<file path="src/rtl/pc_fetch_sequencer.sv">
// pc_fetch_sequencer: owns the program counter, fetches from instruction memory
// and hands the latched instruction to execute; supports stall, halt and fetch timeout.
`default_nettype none

module pc_fetch_sequencer #(
  parameter int PC_W     = 5,
  parameter int RESET_PC = 0,
  parameter int TIMEOUT  = 15
) (
  input  logic            clk,
  input  logic            rst,
  output logic            o_imem_req,
  output logic [PC_W-1:0] o_imem_addr,
  input  logic            i_imem_ack,
  input  logic [31:0]     i_instr_rdata,
  output logic            o_instr_valid,
  output logic [31:0]     o_instr_out,
  input  logic            i_exec_done,
  input  logic            i_br_taken,
  input  logic [PC_W-1:0] i_br_target,
  input  logic            i_stall,
  input  logic            i_halt_req,
  output logic [PC_W-1:0] o_pc,
  output logic            o_halted,
  output logic            o_fetch_err
);

  localparam logic [PC_W-1:0] c_RESET_PC = RESET_PC[PC_W-1:0];
  localparam logic [7:0]      c_TMO_LAST = 8'(TIMEOUT - 1);
  localparam logic [PC_W-1:0] c_PC_ONE   = {{(PC_W-1){1'b0}}, 1'b1};

  typedef enum logic [2:0] {
    S_IDLE  = 3'd0,
    S_FETCH = 3'd1,
    S_EXEC  = 3'd2,
    S_HALT  = 3'd3,
    S_ERROR = 3'd4
  } state_t;

  state_t          r_state;
  state_t          w_state_nxt;
  logic [PC_W-1:0] r_pc;
  logic [PC_W-1:0] w_pc_nxt;
  logic [7:0]      r_cnt;
  logic [7:0]      w_cnt_nxt;
  logic [31:0]     r_instr;
  logic [31:0]     w_instr_nxt;
  logic            r_imem_req;
  logic            r_instr_valid;
  logic            r_halted;
  logic            r_fetch_err;

  always_ff @(posedge clk or negedge rst) begin
    if (!rst) begin
      r_state       <= S_IDLE;
      r_pc          <= c_RESET_PC;
      r_cnt         <= 8'd0;
      r_instr       <= 32'd0;
      r_imem_req    <= 1'b0;
      r_instr_valid <= 1'b0;
      r_halted      <= 1'b0;
      r_fetch_err   <= 1'b0;
    end else begin
      r_state       <= w_state_nxt;
      r_pc          <= w_pc_nxt;
      r_cnt         <= w_cnt_nxt;
      r_instr       <= w_instr_nxt;
      // Status outputs are registered copies of the state being entered
      r_imem_req    <= (w_state_nxt == S_FETCH);
      r_instr_valid <= (w_state_nxt == S_EXEC);
      r_halted      <= (w_state_nxt == S_HALT);
      r_fetch_err   <= (w_state_nxt == S_ERROR);
    end
  end

  always_comb begin
    w_state_nxt = r_state;
    w_pc_nxt    = r_pc;
    w_cnt_nxt   = r_cnt;
    w_instr_nxt = r_instr;
    case (r_state)
      S_IDLE: begin
        if (i_halt_req)
          w_state_nxt = S_HALT;
        else if (!i_stall)
          w_state_nxt = S_FETCH;
      end
      S_FETCH: begin
        if (i_imem_ack) begin
          w_instr_nxt = i_instr_rdata;
          w_cnt_nxt   = 8'd0;
          w_state_nxt = S_EXEC;
        end else if (r_cnt == c_TMO_LAST) begin
          w_state_nxt = S_ERROR;
        end else begin
          w_cnt_nxt = r_cnt + 8'd1;
        end
      end
      S_EXEC: begin
        // A stalled exec_done is not accepted, so branch inputs are ignored too
        if (i_exec_done && !i_stall) begin
          w_pc_nxt    = i_br_taken ? i_br_target : (r_pc + c_PC_ONE);
          w_state_nxt = i_halt_req ? S_HALT : S_FETCH;
        end
      end
      default: ;
    endcase
  end

  assign o_imem_req    = r_imem_req;
  assign o_imem_addr   = r_pc;
  assign o_instr_valid = r_instr_valid;
  assign o_instr_out   = r_instr;
  assign o_pc          = r_pc;
  assign o_halted      = r_halted;
  assign o_fetch_err   = r_fetch_err;

endmodule

`default_nettype wire

</file>
<file path="config.mk">
export PLATFORM = sky130hd
export DESIGN_NAME = pc_fetch_sequencer
export DESIGN_NICKNAME = d
export VERILOG_FILES = /design/src/rtl/pc_fetch_sequencer.sv
export SDC_FILE = /design/constraint.sdc
export NUM_CORES = 1
export LEC_CHECK = 0
export CAP_MARGIN = 20
export CORE_ASPECT_RATIO = 1.5
export CORE_MARGIN = 1.5
export CORE_UTILIZATION = 43
export CTS_CLUSTER_DIAMETER = 40
export CTS_CLUSTER_SIZE = 16
export DETAILED_ROUTE_END_ITERATION = 12
export PLACE_DENSITY = 0.86
export SLEW_MARGIN = 15
export SYNTH_ARGS = -nofsm -noshare
export SYNTH_HDL_FRONTEND = slang
export SYNTH_SLANG_ARGS = --single-unit
</file>
<file path="constraint.sdc">
create_clock -name clk -period 2.17 [get_ports clk]
set_clock_uncertainty 0.05 [all_clocks]
set_input_delay 0.434 -clock clk [delete_from_list [all_inputs] [get_ports clk]]
set_output_delay 0.434 -clock clk [all_outputs]
set_load 0.01 [all_outputs]
</file>
# Word-level counts from Yosys, hierarchy flattened
# Cells that the tools add are included.
word_totals:
  reg_bits: 52
  input_bits: 44
  word_cells: 34
classes:
  n_addsub: 2
  eq_ne: 8
  muxes: 10
  n_reduce_logical: 6
op_table:
  columns: ["operator", "count"]
  rows:
  - ["$mux W8", 2]
  - ["$mux W3", 5]
  - ["$eq A3 B2 Y1 const B", 3]
  - ["$pmux W3 S3", 1]
  - ["$add A8 B1 Y8 const B", 1]
  - ["$eq A8 B4 Y1 const B", 1]
  - ["$eq A3 B1 Y1 const B", 2]
  - ["$reduce_and A2 Y1", 3]
  - ["$add A5 B1 Y5 const B", 1]
  - ["$mux W5", 1]
  - ["$eq A3 B3 Y1 const B", 1]
  - ["$logic_not A3 Y1", 1]
  - ["$mux W2", 1]
  - ["$ne A2 B2 Y1 const B", 1]
  - ["$logic_and A1 B1 Y1", 1]
  - ["$logic_not A1 Y1", 1]

# Depth between registers and ports, before layout
depth:
  ltp_word: 5
  ltp_mapped: 7

# Least setup slack after synthesis
# Ideal clock, no wire load.
synth_timing:
  path_kind: "register to register"
  start: "register r_cnt[0]"
  end: "register r_fetch_err, in the netlist o_fetch_err"
  setup_ps: 94
  arrival_time_ps: 1561
  setup_slack_ps: 466
  stages_incl_launch_ff: 7
  path_buffers: 0
  synth_period_minus_slack_ps: 1704
  path_cell_list: "dfrtp_1 -> inv_1 -> ha_1 -> nor4b_1 -> a21o_1 -> o211ai_2 -> a211oi_1"
synth_via:
  elab_chain_len: 5
synth_rtl:
  columns: ["element", "line_no", "text"]
  rows:
  - ["start: declaration", "44", "logic [7:0] r_cnt;"]
  - ["start signal: assignment", "66", "r_cnt <= w_cnt_nxt;"]
  - ["$eq A8 B4 Y1", "93", "end else if (r_cnt == c_TMO_LAST) begin"]
  - ["$mux W3", "93", null]
  - ["$mux W3", "89", "if (i_imem_ack) begin"]
  - ["$pmux W3 S3", "81", "case (r_state)"]
  - ["$eq A3 B3 Y1", "72", "r_fetch_err <= (w_state_nxt == S_ERROR);"]
  - ["end signal: assignment", "72", null]
  - ["end: declaration", "51", "logic r_fetch_err;"]
# Every way passes these cells.
# A chain may end at the register's enable or synchronous reset.

# Final worst setup path
layout_timing:
  start: "register r_cnt[0]"
  end: "register r_imem_req, in the netlist o_imem_req"
layout_via:
  elab_chain_len: 5
layout_rtl:
  columns: ["element", "line_no", "text"]
  rows:
  - ["$eq A8 B4 Y1", "93", null]
  - ["$mux W3", "93", null]
  - ["$mux W3", "89", null]
  - ["$pmux W3 S3", "81", null]
  - ["net w_state_nxt[2]", "41", "state_t w_state_nxt;"]
  - ["$eq A3 B1 Y1", "69", "r_imem_req <= (w_state_nxt == S_FETCH);"]
  - ["end signal: assignment", "69", null]
  - ["end: declaration", "48", "logic r_imem_req;"]
# The timed path passes the listed nets, and every way through them passes these cells.

==> reports/results.ini <==
[worst_setup_path]
r2r_slack_ps=300
critPathMostFrequentCell=inv_1
startpoint_type=register
cpPeakStageDelay_ps=460
path_class=register to register
rr_worst_depth=8
cp_slowest_cell=dfrtp_1
path_cells=inv_1 > ha_1 > nor4b_1 > buf_4 > and2_1 > a21oi_1 > inv_1 > nor3b_1
cp-end-kind=register
crit_arrival_ps=2040
crit_fanout=7
rr_startpoint=r_cnt[0]
reg2reg_to=o_imem_req
crit_required_ps=2340

[sta]
final.setup.tns_ps=0
setup_viol_count_final=0
fmax_mhz=535
tightest_slew_ps=643
final.setup.worst_slack_ps=300
timing.final.crit_share_pct=86.2
relSlewSlack_pct=57.1
period_needed_ps=1870
hold_violations=0
rsz0062_at_grt=false
drv_slew=0

[placed_design]
portBuffers=89
dp_cells=339
dp_hpwl_microns=3570
placed_area_sq_um=3250
pre_cts_slack_ps=239
gp_congestion=0.832

[synthesis]
synth_async_sr_flop_share_pct=100
synth_cell_types=35
synth_top_cell_by_area=dfrtp_1
synth_area_sq_um=2300
synthMostInstantiatedCell=dfrtp_1
yosysTopAreaCellShare_pct=56.6
synth_seq_cells=52
synthTopCellsByCount=52 x dfrtp_1, 30 x mux2_2, 11 x nand3_1, 11 x nor2_1, 10 x o21ai_0
ys_top_cells_by_area=dfrtp_1 57%, mux2_2 15%, buf_4 2.6%, nand3_1 2.4%, o21ai_0 2.2%
synth_edf_count=0
synth_fp_nets=235
synth_flop_cell=dfrtp_1
yosysWarnings=0
syn_area_per_cell_sq_um=12.2
synthCells=188
ys_seq_area_share_pct=56.6

[cts]
postCtsResizedCells=0
clkSinkCount=52
cts_inserted_buffers=5
clock_latency_ps=300
post-cts-setup-buffers=0
clkTransAtPathRegs_ps=90
tritoncts=yes
cts_max_level=2
hold_buffers=0
clockRootBuffer=clkbuf_8
clk_path_buf_depth=2

[layout]
design_area_sq_um=3370
multi_input_area_sq_um=908
area_delta_synth_final_pct=46.5
regArea_sq_um=1300
stdcell_count=347
nNetsFinal=325
diodes=0
post-route-util_pct=65.3
fillers=400
layout-drive-gt1-share_pct=17.2

[pwr]
power.leakage_nw=1.43
vdd_drop_max_uv=527
power_density_nw_per_um2=1190

[die]
start_util_pct=44.5
core_sq_um=5160
die_w_microns=62.7
dieHeight_microns=92.6
dieArea_sq_um=5810
ios=90
num_rows=32

[routing]
drc=0
antenna_left=0
viasPerCell=4.95
wirelength_microns=4840
num_vias=1716
routedWlPerCell_microns=13.9
initialDrtViolationCount=56
drt_first_pass_iters=4

[run_status]
outcome=complete, no violations

[grt]
antenna_found_initial=0
grt_overflow=0
grt_max_degree=53
grt_pass1_wl_microns=8140
grt_pass1_vias=1732
grtUsageTotal_pct=17.6

[min_path]
hold_path_class=input pin to asynchronous set/reset pin

[job]
drv_cap=0

-- stage by stage --
step           power (W)  hold slack (ps)
5_1_grt          0.00427              238
2_1_floorplan    0.00239             88.4
4_1_cts          0.00405              203
6_report         0.00400              191
3_3_place_gp     0.00329              418
3_5_place_dp     0.00336              428
-- logic make-up after synthesis --
family	after synthesis	share of synthesized area, %
compound gates	29	7.99
xor+xnor	2	0.761
fa+ha+maj	3	1.63
buf+inv	16	3.97
flops	52	56.6
mux	36	17.4
simple gates	50	11.7
-- final cells by class --
type,count,share of cell area [%]
sequential,52,38.6
timing repair buffer,94,27.8
multi-input combinational,120,26.9
tap,68,2.52
clock buffer,6,2.45
clock inverter,2,1.15
inverter,5,0.557
-- how the worst max path moves through the flow --
stage / startpoint / end / slack, ps / cells after the start
after floorplan: r_cnt[0] / o_fetch_err / 470 / 6
after global placement: i_imem_ack / o_instr_out[10] / 290 / 5
after detailed placement: i_imem_ack / o_instr_out[14] / 240 / 5
after CTS: r_cnt[0] / r_cnt[4] / 320 / 7
after global routing: r_cnt[0] / o_instr_valid / 130 / 8
final: r_cnt[0] / o_imem_req / 300 / 8
-- state kept, by name, indices dropped and copies added (netlist names) --
| signal | flops |
|---|---|
| o_instr_valid | 1 |
| o_imem_req | 1 |
| r_state | 3 |
| o_imem_addr | 5 |
| o_fetch_err | 1 |
| o_instr_out | 32 |
| o_halted | 1 |
| r_cnt | 8 |
-- report_power, final --
group / total [W] / switching [W] / internal (W)
clock network: 0.000691 / 0.000314 / 0.000377
logic: 0.00165 / 0.000600 / 0.00105
registers: 0.00166 / 0.000293 / 0.00137
total: 0.00400 / 0.00121 / 0.00280
-- cells in the final DEF, fill, tap and decap left out, drive strengths merged, types with 2 or more instances in the layout --
cell type,count
o211ai,2
dfrtp,52
xnor2,2
o21ai,10
nor3,2
a21oi,6
and2,4
buf,6
mux2i,4
clkbuf,6
a211oi,3
inv,5
a31oi,2
nand3,11
clkdlybuf4s50,88
mux2,32
nor2,12
a22oi,2
nand2,7
or3,3
and3,4
ha,3
nor3b,2
o31ai,2
-- routing by layer --
layer	routed length, microns	part of all wire, %	track usage [%]	vias up
met1	1970	41	20.5	820
met3	271	5.6	4.74	4
met2	2560	53	31.9	56
li1	-	-	-	836
met4	36	0.74	4.44	0
met5	0	0	0	-
-- worst max-delay path, delay by kind of cell, from the launching register on --
kind	cells	cell delay (ps)
adder cells (fa/ha/maj)	1	200
AO/OA/AOI/OAI	1	220
AND/OR/NAND/NOR	3	510
flip-flops	1	460
buffers and inverters	3	350
Note: power is estimated with default switching activity, not from simulation.
